File: src/rtl/serial_adder.sv
// Bit-serial WIDTH-bit adder: one full-adder cell, LSB first, valid/ready in and out.
// Define SERIAL_ADDER_OVF_EN to add the registered signed-overflow output `ovf`.

module adder1_1 (
    input  logic a,
    input  logic b,
    input  logic ci,
    output logic s,
    output logic co
);

    assign s  = a ^ b ^ ci;
    assign co = (a & b) | (ci & (a ^ b));

endmodule

module serial_adder #(
    parameter int WIDTH = 8
) (
    input  logic             clk,
    input  logic             rst_n,
    input  logic             in_valid,
    output logic             in_ready,
    input  logic [WIDTH-1:0] a,
    input  logic [WIDTH-1:0] b,
    input  logic             cin,
    output logic             out_valid,
    input  logic             out_ready,
    output logic [WIDTH-1:0] sum,
`ifdef SERIAL_ADDER_OVF_EN
    output logic             ovf,
`endif
    output logic             cout
);

    localparam int CW = $clog2(WIDTH + 1);
    localparam logic [CW-1:0] LAST = CW'(WIDTH - 1);

    typedef enum logic [1:0] {
        IDLE = 2'd0,
        RUN  = 2'd1,
        DONE = 2'd2
    } state_t;

    state_t           state;
    logic [WIDTH-1:0] a_sh;
    logic [WIDTH-1:0] b_sh;
    logic [WIDTH-1:0] sum_sh;
    logic [WIDTH-1:0] sum_nxt;
    logic             carry;
    logic [CW-1:0]    cnt;
    logic             s_bit;
    logic             c_bit;

    adder1_1 u_fa (
        .a  (a_sh[0]),
        .b  (b_sh[0]),
        .ci (carry),
        .s  (s_bit),
        .co (c_bit)
    );

    // New bit enters at the MSB so the LSB lands at bit 0 after WIDTH shifts.
    assign sum_nxt = (sum_sh >> 1) | (WIDTH'(s_bit) << (WIDTH - 1));

    assign in_ready  = (state == IDLE);
    assign out_valid = (state == DONE);

    always_ff @(posedge clk or negedge rst_n) begin
        if (!rst_n) begin
            state  <= IDLE;
            a_sh   <= '0;
            b_sh   <= '0;
            sum_sh <= '0;
            carry  <= 1'b0;
            cnt    <= '0;
            sum    <= '0;
            cout   <= 1'b0;
`ifdef SERIAL_ADDER_OVF_EN
            ovf    <= 1'b0;
`endif
        end else begin
            unique case (state)
                IDLE: begin
                    if (in_valid) begin
                        a_sh  <= a;
                        b_sh  <= b;
                        carry <= cin;
                        cnt   <= '0;
                        state <= RUN;
                    end
                end
                RUN: begin
                    a_sh   <= a_sh >> 1;
                    b_sh   <= b_sh >> 1;
                    sum_sh <= sum_nxt;
                    carry  <= c_bit;
                    cnt    <= cnt + CW'(1);
                    if (cnt == LAST) begin
                        sum   <= sum_nxt;
                        cout  <= c_bit;
`ifdef SERIAL_ADDER_OVF_EN
                        ovf   <= carry ^ c_bit;
`endif
                        state <= DONE;
                    end
                end
                DONE: begin
                    if (out_ready) begin
                        state <= IDLE;
                    end
                end
                default: state <= IDLE;
            endcase
        end
    end

endmodule

File: config.mk
export PLATFORM = sky130hd
export DESIGN_NAME = serial_adder
export DESIGN_NICKNAME = d
export VERILOG_FILES = /design/src/rtl/serial_adder.sv
export SDC_FILE = /design/constraint.sdc
export NUM_CORES = 1
export LEC_CHECK = 0
export ABC_AREA = 1
export CAP_MARGIN = 20
export CELL_PAD_IN_SITES_DETAIL_PLACEMENT = 1
export CELL_PAD_IN_SITES_GLOBAL_PLACEMENT = 2
export CORE_ASPECT_RATIO = 1.5
export CORE_MARGIN = 3
export CORE_UTILIZATION = 33
export CTS_CLUSTER_DIAMETER = 40
export DETAILED_ROUTE_END_ITERATION = 16
export GPL_TIMING_DRIVEN = 1
export PLACE_DENSITY = 0.93
export SKIP_LAST_GASP = 1
export SLEW_MARGIN = 0
export SYNTH_ARGS = -nofsm -noshare
export SYNTH_HDL_FRONTEND = slang
export SYNTH_HIERARCHICAL = 1
export SYNTH_SLANG_ARGS = --single-unit
File: constraint.sdc
create_clock -name clk -period 3.55 [get_ports clk]
set_input_delay 0.5325 -clock clk [delete_from_list [all_inputs] [get_ports clk]]
set_output_delay 0.5325 -clock clk [all_outputs]
set_load 0.02 [all_outputs]
==> results of run 1 <==
-- flip-flops by register name, indices dropped and copies added (netlist names) --
| register | cells |
|---|---|
| a_sh | 8 |
| sum | 8 |
| cnt | 4 |
| sum_sh | 7 |
| b_sh | 8 |
| cout | 1 |
| state | 2 |
| carry | 1 |
-- metrics by stage --
step / utilization / cell area [µm²]
3_3_place_gp: 0.413 / 2020
3_5_place_dp: 0.413 / 2020
6_report: 0.433 / 2120
5_1_grt: 0.433 / 2120
2_1_floorplan: - / 1680
4_1_cts: 0.433 / 2120
-- worst max path at each step --
stage / start / endpoint / slack, ps
CTS: state[0] / out_valid / 1500
global placement: in_valid / state[0] / 1280
floorplan: state[0] / out_valid / 2270
global route: in_valid / a_sh[5] / 1380
finish: state[0] / out_valid / 1520
detailed placement: in_valid / a_sh[4] / 1250
-- layer usage --
layer	up-vias	global-route usage	part of all wire
li1	674	-	-
met1	642	0.157	0.43
met2	30	0.245	0.52
met3	6	0.0252	0.039
met4	0	0.0529	0.017
met5	-	0	0
-- cell type report --
| cell class | instances | share of cell area |
|---|---|---|
| inverter | 6 | 0.0118 |
| clock buffer | 8 | 0.0473 |
| multi-input combinational | 137 | 0.297 |
| sequential | 39 | 0.461 |
| timing repair buffer | 31 | 0.144 |
| tap | 66 | 0.0390 |
-- power groups by stage --
stage	combinational, mW	sequential [mW]	clock [mW]
final	0.632	0.755	0.327
after global routing	0.726	0.784	0.357
after CTS	0.648	0.757	0.336
after detailed placement	0.647	0.763	0
after global placement	0.626	0.754	0
after floorplan	0.410	0.789	0
-- synth_stat cells, drive strengths merged --
cell / count
dfrtp: 39
buf: 8
fa: 1
inv: 6
o31ai: 1
nand3: 39
nor2: 6
nand2: 79
o21ai: 8
o21bai: 1
ha: 1
nand4: 1
-- worst max-delay path, cell delays in order (launching register included) --
cell and delay [ps]:
dfrtp_1 460, nor2_1 140, clkdlybuf4s50_1 610
-- cell families after synthesis --
logic type / share of synthesized area
fa+ha+maj: 0.0193
buf+inv: 0.0475
simple gates: 0.321
flops: 0.579
compound gates: 0.0327
==> results_dict.tcl, run 1 <==
set metrics [dict create \
    maxCapViolations 0 \
    grt_pass1_vias 1425 \
    p_leak_nw 1.01 \
    fin_crit_ps 2030 \
    cts-buffers-inserted 5 \
    final_antenna_net_count 0 \
    cp.arrival_ps 1500 \
    drive_gt1_frac 0.0633 \
    nFillCells 606 \
    clock_latency_ps 280 \
    die_y_um 93.5 \
    die_x_um 64.3 \
    hold_viol 0 \
    final_common_cell "nand2_1" \
    clkPwrFrac 0.191 \
    power_density_mw_per_mm2 810 \
    grt_max_degree 40 \
    crit_type "reg -> out" \
    grt_pass1_wl_um 6490 \
    p_switching_mw 0.655 \
    vias 1352 \
    seqPwrFrac 0.440 \
    post-cts-setup-buffers 0 \
    avgRoutedWirePerCell_um 12.8 \
    place_inst 279 \
    routabilityCongestion 0.688 \
    numClockSinks 39 \
    multiInputGateArea_um2 628 \
    hold-worst-slack_ps 349 \
    dp_hpwl_um 2510 \
    yosys.cell_types.count 19 \
    finalNetCount 243 \
    antenna_cells 0 \
    total_power_mw 1.71 \
    worstMarginPinSlew_ps 860 \
    first_iter_violations 33 \
    io_buffers 31 \
    max_freq_mhz 492 \
    timing.final.crit_share 0.572 \
    r2r_slack_ps 1780 \
    synthesis.area_mm2 0.00168 \
    synth_seq_area_share 0.579 \
    cts.reportedPaths.clkPinSlew_ps 80 \
    setup_viol 0 \
    synth_top_area_frac 0.579 \
    cts_tree "yes" \
    yosysTopAreaCell "dfrtp_1" \
    cts_resized 0 \
    swShare 0.382 \
    syn_area_per_cell_um2 8.86 \
    synth.area.top_cells "dfrtp_1 (58%), nand2_1 (17%), nand3_1 (12%)" \
    ys_warn_count 6 \
    drc 0 \
    antenna_found_initial 0 \
    rsz0062_at_grt "no" \
    grt.total_usage 0.136 \
    end_kind "primary output" \
    first_pass_iters 4 \
    dieArea_mm2 0.00601 \
    layout_common_cells "nand2_1 (77), nand3_1 (39), dfrtp_1 (39)" \
    pre_cts_ws_ps 1250 \
    core_mm2 0.00489 \
    worst_slack_ps 1520 \
    path_max_fanout 5 \
    fin_skew_ps 4.22 \
    peakVddDrop_uv 235 \
    start_kind "flip-flop" \
    io-pin-count 32 \
    cts_max_path_buffers 2 \
    r2r-start "state[1]" \
    start_util 0.345 \
    status "complete, no violations" \
    synth_nets 213 \
    slew_headroom 0.426 \
    fin_tns_setup_ps 0 \
    ctsHoldBuffers 0 \
    grt_overflow_total 0 \
    worst_hold_path_type "in -> async" \
    cts-root-buf "clkbuf_8" \
    power.internal_mw 1.06 \
    rr_endpoint "a_sh[4]" \
    combPwrFrac 0.369 \
    ff2ff_path_depth 5 \
    totalWireLength_um 3670 \
    post_layout_nonfiller_instances 287 \
    synth_seq_cells 39 \
    vias_per_cell 4.71 \
    regArea_um2 976 \
    syn_inst 190 \
    cp.required_ps 3020 \
    fp-row-count 31 \
    area_growth_pct 25.7 \
    cts_max_level 2 \
    finalMaxSlewViolations 0 \
]
(Power assumes the default switching activity.)
==> run 2: changes to the inputs <==
--- a/config.mk
+++ b/config.mk
@@ -11,11 +11,11 @@
 export CELL_PAD_IN_SITES_GLOBAL_PLACEMENT = 2
 export CORE_ASPECT_RATIO = 1.5
 export CORE_MARGIN = 3
-export CORE_UTILIZATION = 33
+export CORE_UTILIZATION = 27
 export CTS_CLUSTER_DIAMETER = 40
 export DETAILED_ROUTE_END_ITERATION = 16
 export GPL_TIMING_DRIVEN = 1
-export PLACE_DENSITY = 0.93
+export PLACE_DENSITY = 0.83
 export SKIP_LAST_GASP = 1
 export SLEW_MARGIN = 0
 export SYNTH_ARGS = -nofsm -noshare
==> constraint.sdc (replaced) <==
create_clock -name clk -period 1.8 [get_ports clk]
set_input_delay 0.27 -clock clk [delete_from_list [all_inputs] [get_ports clk]]
set_output_delay 0.27 -clock clk [all_outputs]
set_load 0.02 [all_outputs]
==> results_dict.tcl, run 2 (synthesis results as in run 1) <==
set metrics [dict create \
    maxCapViolations 0 \
    end_kind "primary output" \
    timing.final.crit_share 0.844 \
    cts.reportedPaths.clkPinSlew_ps 80 \
    dieArea_mm2 0.00724 \
    grt_max_degree 27 \
    fin_crit_ps 1520 \
    antenna_cells 0 \
    fp-row-count 34 \
    cts_tree "yes" \
    p_leak_nw 1.07 \
    avgRoutedWirePerCell_um 13.1 \
    drc 0 \
    fin_tns_setup_ps 0 \
    first_iter_violations 24 \
    cp.required_ps 1530 \
    antenna_found_initial 0 \
    numClockSinks 39 \
    io-pin-count 32 \
    start_kind "flip-flop" \
    dp_hpwl_um 2690 \
    path_max_fanout 2 \
    cp.arrival_ps 1250 \
    post_layout_nonfiller_instances 298 \
    rsz0062_at_grt "no" \
    grt.total_usage 0.119 \
    totalWireLength_um 3900 \
    io_buffers 31 \
    power.internal_mw 2.33 \
    drive_gt1_frac 0.0841 \
    layout_common_cells "nand2_1 (77), nand3_1 (39), dfrtp_1 (39)" \
    cp_cell_sequence "clkdlybuf4s50_1" \
    p_switching_mw 1.34 \
    start_util 0.285 \
    crit_family "buffers and inverters" \
    worst_hold_path_type "in -> async" \
    fin_skew_ps 2.54 \
    peakVddDrop_uv 497 \
    routabilityCongestion 0.725 \
    max_stage_delay_ps 600 \
    top_regs "a_sh: 8 flops, b_sh: 8 flops, sum: 8 flops" \
    cts-root-buf "clkbuf_8" \
    post-cts-setup-buffers 0 \
    grt_pass1_wl_um 6760 \
    max_freq_mhz 658 \
    core_mm2 0.00591 \
    clkPwrFrac 0.240 \
    cts_max_path_buffers 2 \
    die_x_um 70.5 \
    power_density_mw_per_mm2 1660 \
    cts_max_level 2 \
    status "complete, no violations" \
    hold_viol 0 \
    die_y_um 103 \
    final_common_cell "nand2_1" \
    place_inst 289 \
    final_antenna_net_count 0 \
    swShare 0.366 \
    setup_viol 0 \
    slew_headroom 0.669 \
    finalNetCount 248 \
    combPwrFrac 0.355 \
    finalMaxSlewViolations 0 \
    first_pass_iters 4 \
    crit_type "reg -> out" \
    cts-buffers-inserted 5 \
    cp_num_buf_inv 1 \
    clock_latency_ps 290 \
    grt_pass1_vias 1412 \
    worstMarginPinSlew_ps 496 \
    grt_overflow_total 0 \
    vias 1359 \
    vias_per_cell 4.56 \
    cp_slowest_cell "clkdlybuf4s50_1" \
    seqPwrFrac 0.405 \
    area_growth_pct 31.5 \
]
[run 2: cell types whose count changed in the layout (fill, tap and decap cells not counted)]
cell / previous run / this run
buf_12: 0 / 1
buf_4: 0 / 3
bufinv_16: 0 / 2
clkbuf_1: 1 / 0
clkbuf_8: 7 / 5
clkdlybuf4s50_1: 30 / 28
clkinvlp_4: 0 / 1
dlygate4sd2_1: 0 / 1
dlygate4sd3_1: 0 / 1
dlymetal6s2s_1: 0 / 1
[run 2: cell type report]
type                       count  area (µm²)
tap                           72        90.1
clock buffer                   5        68.8
sequential                    39         976
timing repair buffer          36         359
clock inverter                 3        67.6
inverter                       6        25.0
fill                         713        3700
multi-input combinational    137         628
[run 2: path summary, 6_finish.rpt]
kind,depth (start not counted),end,slack [ps],from
max,1,cout,280,cout
min,2,sum[6],470,rst_n
max reg2reg,5,sum[0],310,state[0]
min reg2reg,2,sum[6],470,sum_sh[7]
max in group asynchronous,3,cnt[2],850,rst_n
min in group clk,2,sum[6],470,sum_sh[7]
[run 2: metrics by stage]
stage	worst slack [ps]	instance area, µm²	util	hold WS [ps]	total power [mW]
after floorplan	679	1680	-	-25.6	2.37
after global placement	307	2070	0.350	269	2.80
after detailed placement	302	2070	0.350	277	2.84
after CTS	9.08	2210	0.374	475	3.74
after global routing	149	2210	0.375	484	3.98
final	280	2210	0.375	471	3.67
[run 2: layer usage]
metal  up-vias  routed length, µm  part of all wire  global-route usage
met5         -                  0                 0                   0
met4         0                 91             0.023              0.0575
met3         5                112             0.029              0.0176
met2        24               1910              0.49               0.208
met1       647               1780              0.46               0.144
li1        683                  -                 -                   -
[run 2: what timing repair did]
item / in CTS / in global routing
hold buffers: 1 / 0
endpoints found under the setup margin: 1 / 1
hold endpoints to repair: 19 / 0
gates resized for setup: 1 / 1
[run 2: power by group through the flow]
stage | combinational [mW] | clock [mW] | sequential [mW]
detailed placement | 1.34 | 0 | 1.50
global placement | 1.30 | 0 | 1.49
CTS | 1.35 | 0.903 | 1.49
global route | 1.50 | 0.936 | 1.55
floorplan | 0.809 | 0 | 1.56
finish | 1.30 | 0.882 | 1.49
